[src/rtl/fsm_event_counter.sv]
// Parameterised event counter: tallies qualified Din events modulo MODULO,
// up or down, wrapping or saturating, with clear, load and terminal-count pulse.
module fsm_event_counter #(
  parameter int WIDTH     = 4,
  parameter int MODULO    = 16,
  parameter int SATURATE  = 0,
  parameter int EDGE_MODE = 1
) (
  input  logic             Clk,
  input  logic             Reset,
  input  logic             Din,
  input  logic             En,
  input  logic             Up,
  input  logic             Clear,
  input  logic             Load,
  input  logic [WIDTH-1:0] Load_Val,
  output logic [WIDTH-1:0] Y,
  output logic             Tc,
  output logic             Sat
);

  typedef enum logic [1:0] {
    S_IDLE  = 2'd0,
    S_COUNT = 2'd1,
    S_SAT   = 2'd2
  } state_e;

  localparam logic [WIDTH-1:0] MAX_VAL = WIDTH'(MODULO - 1);

  state_e           state_q, state_d;
  logic [WIDTH-1:0] y_q, y_d;
  logic             tc_q, tc_d;
  logic             din_q;
  logic             evt;
  logic             at_bound;
  state_e           resume_state;
  logic [WIDTH-1:0] load_clamped;

  // Din_d keeps tracking Din while disabled, so an edge seen with En=0 is lost.
  if (EDGE_MODE != 0) begin : g_edge
    assign evt = Din & ~din_q;
  end else begin : g_level
    assign evt = Din;
  end

  assign at_bound     = Up ? (y_q == MAX_VAL) : (y_q == '0);
  assign resume_state = En ? S_COUNT : S_IDLE;
  assign load_clamped = (Load_Val > MAX_VAL) ? MAX_VAL : Load_Val;

  always_comb begin
    // NOTE: every combinational output gets a default first so no path infers a latch.
    state_d = state_q;
    y_d     = y_q;
    tc_d    = 1'b0;

    if (Clear) begin
      y_d     = '0;
      state_d = resume_state;
    end else if (Load) begin
      y_d     = load_clamped;
      state_d = resume_state;
    end else if (!En) begin
      state_d = S_IDLE;
    end else begin
      if (state_q == S_IDLE) begin
        state_d = S_COUNT;
      end
      if (evt) begin
        if (!at_bound) begin
          y_d     = Up ? (y_q + WIDTH'(1)) : (y_q - WIDTH'(1));
          state_d = S_COUNT;
        end else if (SATURATE != 0) begin
          // Only the event that first reaches the bound reports a terminal count.
          tc_d    = (state_q != S_SAT);
          state_d = S_SAT;
        end else begin
          y_d     = Up ? '0 : MAX_VAL;
          tc_d    = 1'b1;
          state_d = S_COUNT;
        end
      end
    end
  end

  always_ff @(posedge Clk) begin
    // NOTE: sequential state uses non-blocking assignments so all registers update together.
    if (Reset) begin
      state_q <= S_IDLE;
      y_q     <= '0;
      tc_q    <= 1'b0;
      din_q   <= 1'b0;
    end else begin
      state_q <= state_d;
      y_q     <= y_d;
      tc_q    <= tc_d;
      din_q   <= Din;
    end
  end

  assign Y   = y_q;
  assign Tc  = tc_q;
  assign Sat = (state_q == S_SAT);

endmodule

[config.mk]
export PLATFORM = sky130hd
export DESIGN_NAME = fsm_event_counter
export DESIGN_NICKNAME = d
export VERILOG_FILES = /design/src/rtl/fsm_event_counter.sv
export SDC_FILE = /design/constraint.sdc
export NUM_CORES = 1
export LEC_CHECK = 0
export BUFFER_PORTS_ARGS = -buffer_cell sky130_fd_sc_hd__buf_2
export CAP_MARGIN = 20
export CORE_AREA = 2 2 39 41
export DETAILED_ROUTE_END_ITERATION = 6
export DIE_AREA = 0 0 41 43
export PLACE_DENSITY = 0.59
export SYNTH_ARGS = -nofsm -noshare
export SYNTH_HDL_FRONTEND = slang
export SYNTH_SLANG_ARGS = --single-unit
[constraint.sdc]
create_clock -name Clk -period 1.45 [get_ports Clk]
set_clock_uncertainty 0.15 [all_clocks]
set_input_delay 0.145 -clock Clk [delete_from_list [all_inputs] [get_ports Clk]]
set_output_delay 0.145 -clock Clk [all_outputs]
set_load 0.05 [all_outputs]
==> metrics.md, run 1 <==
| Metric | Value |
|---|---|
| Area of the die | `between 1500 and 2000 um2` |
| Post-Syn Instances | `47` |
| CTS tree | `done` |
| Sink Count | `6` |
| WP data required | `roughly 1.4 ns` |
| Hold Crit Depth | `2` |
| Number of placed cells counting well taps | `78` |
| Hold path endpoint | `din_q$_SDFF_PP0_` |
| Synth top cells by count | `7 x a21oi_1, 6 x dfxtp_1` |
| RR Startpoint | `Y[1]$_SDFFE_PP0P_` |
| Startpoint class of the critical path | `register` |
| Tot GR Track Use | `0.119` |
| Worst min path class | `in -> reg` |
| Static Leak | `roughly 0.28 nW` |
| Part of the power in the clock network | `0.350` |
| Worst Setup End Kind | `register` |
| Most frequent cell after synthesis | `a21oi_1` |
| Initial antenna violation count | `0` |
| Post-synth top area cell | `dfxtp_1` |
| Synth area leaders | `dfxtp_1 29%, a21oi_1 8.3%, ha_1 6.0%` |
| # nets final | `just over 80` |
| Fin crit share | `0.959` |
| Post-synth top area share | `0.286` |
| Post-synth EDFFs | `0` |
| Final Non-Filler Cells | `between 80 and 90` |
| Pint | `roughly 0.32 mW` |
| Area growth, synth to finish | `38.1%` |
| Vias in the first global route | `about 320` |
| Final setup vio count | `0` |
| Switching share of power | `0.329` |
| Max Clock Freq | `slightly above 700 MHz` |
| Ports | `17` |
| Sequential Power Share | `0.381` |
| FF+latch count, synth | `6` |
| R2r worst-path depth | `5` |
| Setup bufs post-CTS | `0` |
| # port buffers | `15` |
| Reg-to-Reg End | `Y[3]$_SDFFE_PP0P_` |
| Chip height | `roughly 43 um` |
| Avg WL per Cell | `roughly 11 um` |
| Iteration-0 DRC Markers | `3` |
| R2r setup slk | `just under 0.06 ns` |
| Post_cts resized | `0` |
| Logic pwr share | `0.270` |
| YS warnings | `0` |
| Initial DRT Pass Iterations | `3` |
| Hold Crit Start | `Din` |
| Hold Vio Cnt, Final | `0` |
| Largest net degree at the start of global routing | `10` |
| Area of the core | `~1400 um2` |
| Synth Area in Simple Gates | `0.220` |
| Synth Area in Adders | `0.107` |
| H-Tree Depth | `1` |
| WP data arrival | `between 1 and 1.5 ns` |
| Synth Area in Compound Gates | `0.199` |
| Post-synthesis mux area share | `0.0238` |
| Starting Density | `0.304` |
| CP Max Fanout | `6` |
| Main flop type after synthesis | `dfxtp_1` |
| Total grt overflow | `0` |
| Minimum clock period | `1.39 ns` |
| Largest family of logic cells by synthesized area | `simple AND/OR/NAND/NOR gates` |
| Root Buffer | `clkbuf_4` |
| First-pass GRT wire length | `1.35 mm` |
| Syn Area/Cell | `8.94 um2` |
| Mapped Area | `420 um2` |
| Die width | `41 um` |
| Mapped Nets | `approximately 60` |
| Clock transition at path regs | `around 0.05 ns` |
| Cell area power density | `a little over 800 nW/um2` |
| Synth unique cells | `24` |
| Max_cap viols | `0` |
| Sw Pwr | `0.157 mW` |
| Xor and xnor area share after synthesis | `0.0833` |
| Clock buffer depth | `2` |
| Cell Rows | `14` |
| Cts bufs inserted | `3` |
| Status | `finished clean` |
| Slew Viols, Final | `0` |
| Vias | `~380` |
| Share of cells above drive strength 1 | `0.463` |
| Post-synthesis sequential area ratio | `0.286` |
| Final wirelength | `~900 um` |
| Ys async rst share | `0` |
| Gpl congestion | `approximately 0.67` |
| Unrepaired setup endpoints after global routing | `false` |
| Post-route antenna net violation count | `0` |
| Detailed Place HPWL | `roughly 660 um` |
| Worst vdd ir | `0.397 mV` |
| Fin util | `0.420` |
| Worst-skew pair later-pin latency | `between 0.2 and 0.3 ns` |
| Vias per cell | `roughly 4.6` |
| CP Class | `reg -> reg` |
| Residual DRC | `0` |
| ANT cells | `0` |
-- power by group through the flow --
stage	Clock [mW]	Combinational (mW)	Sequential, mW
after floorplan	0	0.0705	0.207
after global placement	0	0.124	0.185
after detailed placement	0	0.126	0.185
after CTS	0.166	0.130	0.182
after global routing	0.178	0.140	0.183
final	0.167	0.129	0.181
-- through the flow --
stage | hold slack [ns] | setup WS [ns] | TNS [ns] | cell area [um2] | power [mW]
2_1_floorplan | 0.0666 | -0.00183 | -0.00183 | 447 | 0.278
3_3_place_gp | 0.165 | 0.0385 | 0 | 538 | 0.309
3_5_place_dp | 0.170 | 0.0417 | 0 | 538 | 0.311
4_1_cts | 0.0149 | 0.0523 | 0 | 581 | 0.478
5_1_grt | 0.0154 | 0.0126 | 0 | 581 | 0.501
6_report | 0.00748 | 0.0591 | 0 | 581 | 0.477
-- how the worst max path moves through the flow --
stage	start	to	slack (ns)	cells past startpoint
finish	Y[1]$_SDFFE_PP0P_	Y[3]$_SDFFE_PP0P_	0.06	5
global route	Y[0]$_SDFFE_PP0P_	Y[2]$_SDFFE_PP0P_	0.01	4
CTS	Y[1]$_SDFFE_PP0P_	Y[3]$_SDFFE_PP0P_	0.05	5
detailed placement	Up	Y[3]$_SDFFE_PP0P_	0.04	7
global placement	Up	Y[3]$_SDFFE_PP0P_	0.04	7
floorplan	Y[1]$_SDFFE_PP0P_	Y[3]$_SDFFE_PP0P_	-0.002	5
-- critical path: stages, from the launching register on --
cell and delay [ns]:
dfxtp_4 0.37, ha_4 0.23, a21o_1 0.18, a21oi_2 0.14
xnor2_1 0.13, o21ai_1 0.08
-- routing by layer --
metal	wire length, um	global-route usage
met5	0	0
met4	31	0.100
met3	62	0.0471
met2	346	0.144
met1	439	0.156
-- repair_timing --
item                       4_1_cts  5_1_grt
setup endpoints to repair        0        0
hold endpoints to repair         2        0
hold buffers                     2        0
-- state kept, by name (all words and copies together), names as in the netlist --
name,cells
Tc,1
Y,4
din_q,1
-- cell families (layout without fill, tap and decap cells) --
family,count (synthesis),count (layout)
AO/OA/AOI/OAI,12,12
other,1,1
multiplexers,1,1
XOR/XNOR,4,4
flip-flops,6,6
AND/OR/NAND/NOR,15,15
buffers and inverters,5,25
adder cells (fa/ha/maj),3,3
-- cell type report --
cell class,instances,area (um2)
well taps,16,20.0
clock buffers,3,22.5
fillers,148,803
repair buffers,19,110
inverters,3,11.3
flip-flops and latches,6,130
multi-input cells,36,287
-- layout by cell type (no fill, tap or decap), drive strengths merged, types with 2 or more instances in the layout --
cell type	instances
nand2	3
nor2b	2
nor3	3
clkbuf	3
dfxtp	6
buf	17
xor2	2
nor2	3
xnor2	2
dlygate4sd3	2
inv	3
a21oi	7
ha	2
Note: power is estimated with default switching activity, not from simulation.
==> run 2: changes to the inputs <==
REMOVE_ABC_BUFFERS = 1   (was not set)
==> metrics.md, run 2 (same netlist as run 1, synthesis figures left out) <==
| Metric | Value |
|---|---|
| Status | `finished clean` |
| WP data arrival | `between 1 and 1.5 ns` |
| Share of cells above drive strength 1 | `0.486` |
| Sink Count | `6` |
| WP depth | `4` |
| RR Startpoint | `Y[1]$_SDFFE_PP0P_` |
| Max_cap viols | `0` |
| Initial DRT Pass Iterations | `3` |
| Post-route cell area | `633 um2` |
| Area of the core | `about 1400 um2` |
| Final setup vio count | `0` |
| Startpoint class of the critical path | `register` |
| CP Class | `reg -> reg` |
| H-Tree Depth | `1` |
| Residual DRC | `0` |
| Fin util | `0.458` |
| Initial antenna violation count | `0` |
| R2r worst-path depth | `4` |
| Post-route antenna net violation count | `0` |
| Commonest cells after routing, fill and taps aside | `15 x buf_2, 6 x a21oi_1, 4 x dfxtp_1, 4 x buf_4` |
| Vias per cell | `approximately 4.7` |
| Final wirelength | `roughly 1.0 mm` |
| Tot Pwr | `0.490 mW` |
| Cts bufs inserted | `3` |
| Area growth, synth to finish | `50.6%` |
| Total grt overflow | `0` |
| Final setup TNS | `0 ns` |
| Crit path cell chain | `buf_4 -> and3_4 -> nand3_4 -> a2111oi_4` |
| Root Buffer | `clkbuf_4` |
| Die width | `41 um` |
| Starting Density | `0.304` |
| CP max stage cell | `dfxtp_4` |
| Hold Crit Depth | `3` |
| Fin crit share | `0.958` |
| # nets final | `86` |
| Iteration-0 DRC Markers | `5` |
| Tot GR Track Use | `0.132` |
| Launch point of the worst path | `Y[1]$_SDFFE_PP0P_` |
| Vias in the first global route | `approximately 340` |
| Ports | `17` |
| Unrepaired setup endpoints after global routing | `false` |
| Clock transition at path regs | `0.05 ns` |
| Worst min path class | `in -> reg` |
| Static Leak | `0.290 nW` |
| Slew Viols, Final | `0` |
| Max Clock Freq | `720 MHz` |
| First-pass GRT wire length | `1.51 mm` |
| CP Max Fanout | `4` |
| Largest delay share family, worst path | `flip-flops` |
| Minimum clock period | `1.39 ns` |
| # port buffers | `15` |
| Max FFs per register | `4` |
| Avg WL per Cell | `11.6 um` |
| Vias | `402` |
| Largest net degree at the start of global routing | `10` |
| Hold Crit Start | `Load_Val[2]` |
| WP data required | `between 1 and 1.5 ns` |
| Cell area power density | `773 nW/um2` |
| Hold Vio Cnt, Final | `0` |
| ANT cells | `0` |
| Clock buffer depth | `2` |
| Area of the die | `~1800 um2` |
| Setup bufs post-CTS | `0` |
| Detailed Place HPWL | `approximately 700 um` |
| CTS tree | `done` |
| Buf/Inv on CP | `1` |
| Critical path's largest stage delay | `approximately 0.38 ns` |
| Worst Setup End Kind | `register` |
| Gpl congestion | `just under 0.8` |
| Chip height | `43 um` |
| DP Area | `approximately 530 um2` |
| Cell Rows | `14` |
| Worst-skew pair later-pin latency | `approximately 0.25 ns` |
| # fillers | `140` |
| Worst vdd ir | `about 0.40 mV` |
| Most common cell after layout, fill and taps aside | `buf_2` |
## run 2: cell types whose count changed in the layout (fill, tap and decap cells not counted), sizes merged
cell         change
buf              +2
dlygate4sd3      +1
## run 2: what timing repair did
| item | 4_1_cts | 5_1_grt |
|---|---|---|
| endpoints found under the setup margin | 2 | 3 |
| resized for setup | 1 | 9 |
| hold endpoints to repair | 2 | 0 |
| hold buffers | 3 | 0 |
| pin swaps | 0 | 4 |
## run 2: layout make-up
class	count	area, um2	area share
multi-input cells	36	319	0.504
repair buffers	22	135	0.213
flip-flops and latches	6	125	0.198
clock buffers	3	22.5	0.0356
well taps	16	20.0	0.0316
inverters	3	11.3	0.0178
## run 2: per-stage QoR
step / hold WS [ns] / std cells / worst slack [ns]
after floorplan: 0.0666 / 45 / -0.365
after global placement: 0.160 / 80 / 0.0217
after detailed placement: 0.167 / 80 / -0.0215
after CTS: 0.0451 / 86 / 0.00535
after global routing: 0.0773 / 86 / 0.00556
final: 0.0542 / 86 / 0.0604
## run 2: power by group
group,switching (mW),internal [mW]
logic,0.0844,0.0612
clock network,0.0685,0.0942
registers,0.00854,0.173
## run 2: final timing paths
path	slack [ns]	endpoint
setup / recovery	0.06	Tc$_SDFF_PP0_
hold / removal	0.05	Y[2]$_SDFFE_PP0P_
setup reg to reg	0.06	Tc$_SDFF_PP0_
hold reg to reg	0.42	Tc$_SDFF_PP0_
## run 2: layer usage
metal	global-route usage	up-vias	wire length, um
li1	-	208	-
met1	0.188	180	466
met2	0.163	12	465
met3	0.0471	2	62
met4	0.0800	0	6
met5	0	-	0
## run 2: tightest hold or removal path: cells and delay by family
kind / cells / cell delay [ns]
buffers and inverters: 1 / 0.10
AND/OR/NAND/NOR: 1 / 0.05
AO/OA/AOI/OAI: 1 / 0.11
==> run 3: changes to the inputs <==
RECOVER_POWER = 100   (was not set)
==> metrics.md, run 3 (same netlist as run 1, synthesis figures left out) <==
| Metric | Value |
|---|---|
| ANT cells | `0` |
| Hold Vio Cnt, Final | `0` |
| Unrepaired setup endpoints after global routing | `false` |
| Fin crit share | `0.958` |
| Vias | `just over 400` |
| Commonest cells after routing, fill and taps aside | `10 x buf_2, 6 x a21oi_1, 4 x dfxtp_1, 4 x clkbuf_2, 4 x buf_4` |
| Tot Pwr | `0.489 mW` |
| Startpoint class of the critical path | `register` |
| Pin slew with the least headroom to its limit | `roughly 0.6 ns` |
| Vias per cell | `between 4 and 5` |
| Worst-skew pair later-pin latency | `between 0.2 and 0.3 ns` |
| Cts bufs inserted | `3` |
| Post-route cell area | `632 um2` |
| First-pass GRT wire length | `~1.5 mm` |
| Max_cap viols | `0` |
| Ports | `17` |
| Vias in the first global route | `between 300 and 400` |
| Number of placed cells counting well taps | `80` |
| Worst slew margin | `0.610` |
| Dpl ws | `-0.0215 ns` |
| Worst Setup End Kind | `register` |
| Area growth, synth to finish | `50.3%` |
| Worst vdd ir | `~0.4 mV` |
| Slew Viols, Final | `0` |
| Buf/Inv on CP | `1` |
| Most common cell after layout, fill and taps aside | `buf_2` |
| Status | `finished clean` |
| Worst min path class | `in -> reg` |
| Iteration-0 DRC Markers | `6` |
| CP max stage cell | `dfxtp_4` |
| Detailed Place HPWL | `about 700 um` |
| Starting Density | `0.304` |
| Minimum clock period | `roughly 1.4 ns` |
| Area of the core | `roughly 1400 um2` |
| Post-route antenna net violation count | `0` |
| Area of the die | `1760 um2` |
| WP data required | `roughly 1.5 ns` |
| Share of cells above drive strength 1 | `0.471` |
| Final setup TNS | `0 ns` |
| Largest net degree at the start of global routing | `10` |
| Sink Count | `6` |
| Avg WL per Cell | `~11 um` |
| Largest delay share family, worst path | `flip-flops` |
| # nets final | `86` |
| Chip height | `between 40 and 50 um` |
| CTS tree | `done` |
| Cell area power density | `just under 800 nW/um2` |
| Clock transition at path regs | `roughly 0.050 ns` |
| Initial antenna violation count | `0` |
| Max Clock Freq | `720 MHz` |
| Critical path's largest stage delay | `about 0.38 ns` |
| Max FFs per register | `4` |
| CP Max Fanout | `4` |
| Root Buffer | `clkbuf_4` |
| Final Worst Setup Slack | `roughly 0.06 ns` |
| Final wirelength | `about 980 um` |
| CP Class | `reg -> reg` |
| Fin util | `0.457` |
| Tot GR Track Use | `0.132` |
| Cell Rows | `14` |
| # fillers | `between 100 and 150` |
| Gpl congestion | `~0.78` |
| Static Leak | `between 0.2 and 0.3 nW` |
| Final setup vio count | `0` |
| DP Area | `527 um2` |
| WP data arrival | `between 1 and 1.5 ns` |
| # port buffers | `15` |
| Worst hold slack | `0.0548 ns` |
| Total grt overflow | `0` |
| H-Tree Depth | `1` |
| Crit path cell chain | `buf_4 -> and3_4 -> nand3_4 -> a2111oi_4` |
| Final Non-Filler Cells | `86` |
| Die width | `41 um` |
| Clock buffer depth | `2` |
| Initial DRT Pass Iterations | `4` |
| Residual DRC | `0` |
[run 3: layer usage]
metal | track usage | vias up | routed length [um]
met4 | 0.0800 | 0 | 6
met2 | 0.163 | 16 | 462
li1 | - | 208 | -
met5 | 0 | - | 0
met1 | 0.188 | 180 | 435
met3 | 0.0471 | 2 | 79
[run 3: what timing repair did]
item / in CTS / in global routing
resized for setup: 1 / 9
hold buffers: 3 / 0
buffers inserted: 0 / 0
hold endpoints to repair: 2 / 0
pin swaps: 0 / 4
endpoints found under the setup margin: 2 / 3
[run 3: area by class of cell]
cell class | instances | area (um2) | share of cell area
sequential | 6 | 125 | 0.198
multi-input combinational | 36 | 319 | 0.505
timing repair buffer | 22 | 134 | 0.212
inverter | 3 | 11.3 | 0.0178
clock buffer | 3 | 22.5 | 0.0356
tap | 16 | 20.0 | 0.0317
[run 3: path summary, 6_finish.rpt]
path | startpoint | end | slack (ns) | cells after the start
setup / recovery | Y[1]$_SDFFE_PP0P_ | Tc$_SDFF_PP0_ | 0.06 | 4
hold / removal | Load_Val[2] | Y[2]$_SDFFE_PP0P_ | 0.05 | 3
setup reg to reg | Y[1]$_SDFFE_PP0P_ | Tc$_SDFF_PP0_ | 0.06 | 4
hold reg to reg | din_q$_SDFF_PP0_ | Tc$_SDFF_PP0_ | 0.42 | 2
[run 3: worst min-delay path, cell delays in order]
cell and delay (ns):
buf_2 0.10, a21oi_1 0.11, nor3_1 0.05
[run 3: power by group]
part           total [mW]  leakage [nW]  internal (mW)  switching, mW
clock network       0.163        0.0138         0.0942         0.0686
registers           0.181        0.0503          0.173        0.00847
logic               0.145         0.218         0.0610         0.0842
total               0.489         0.283          0.328          0.161
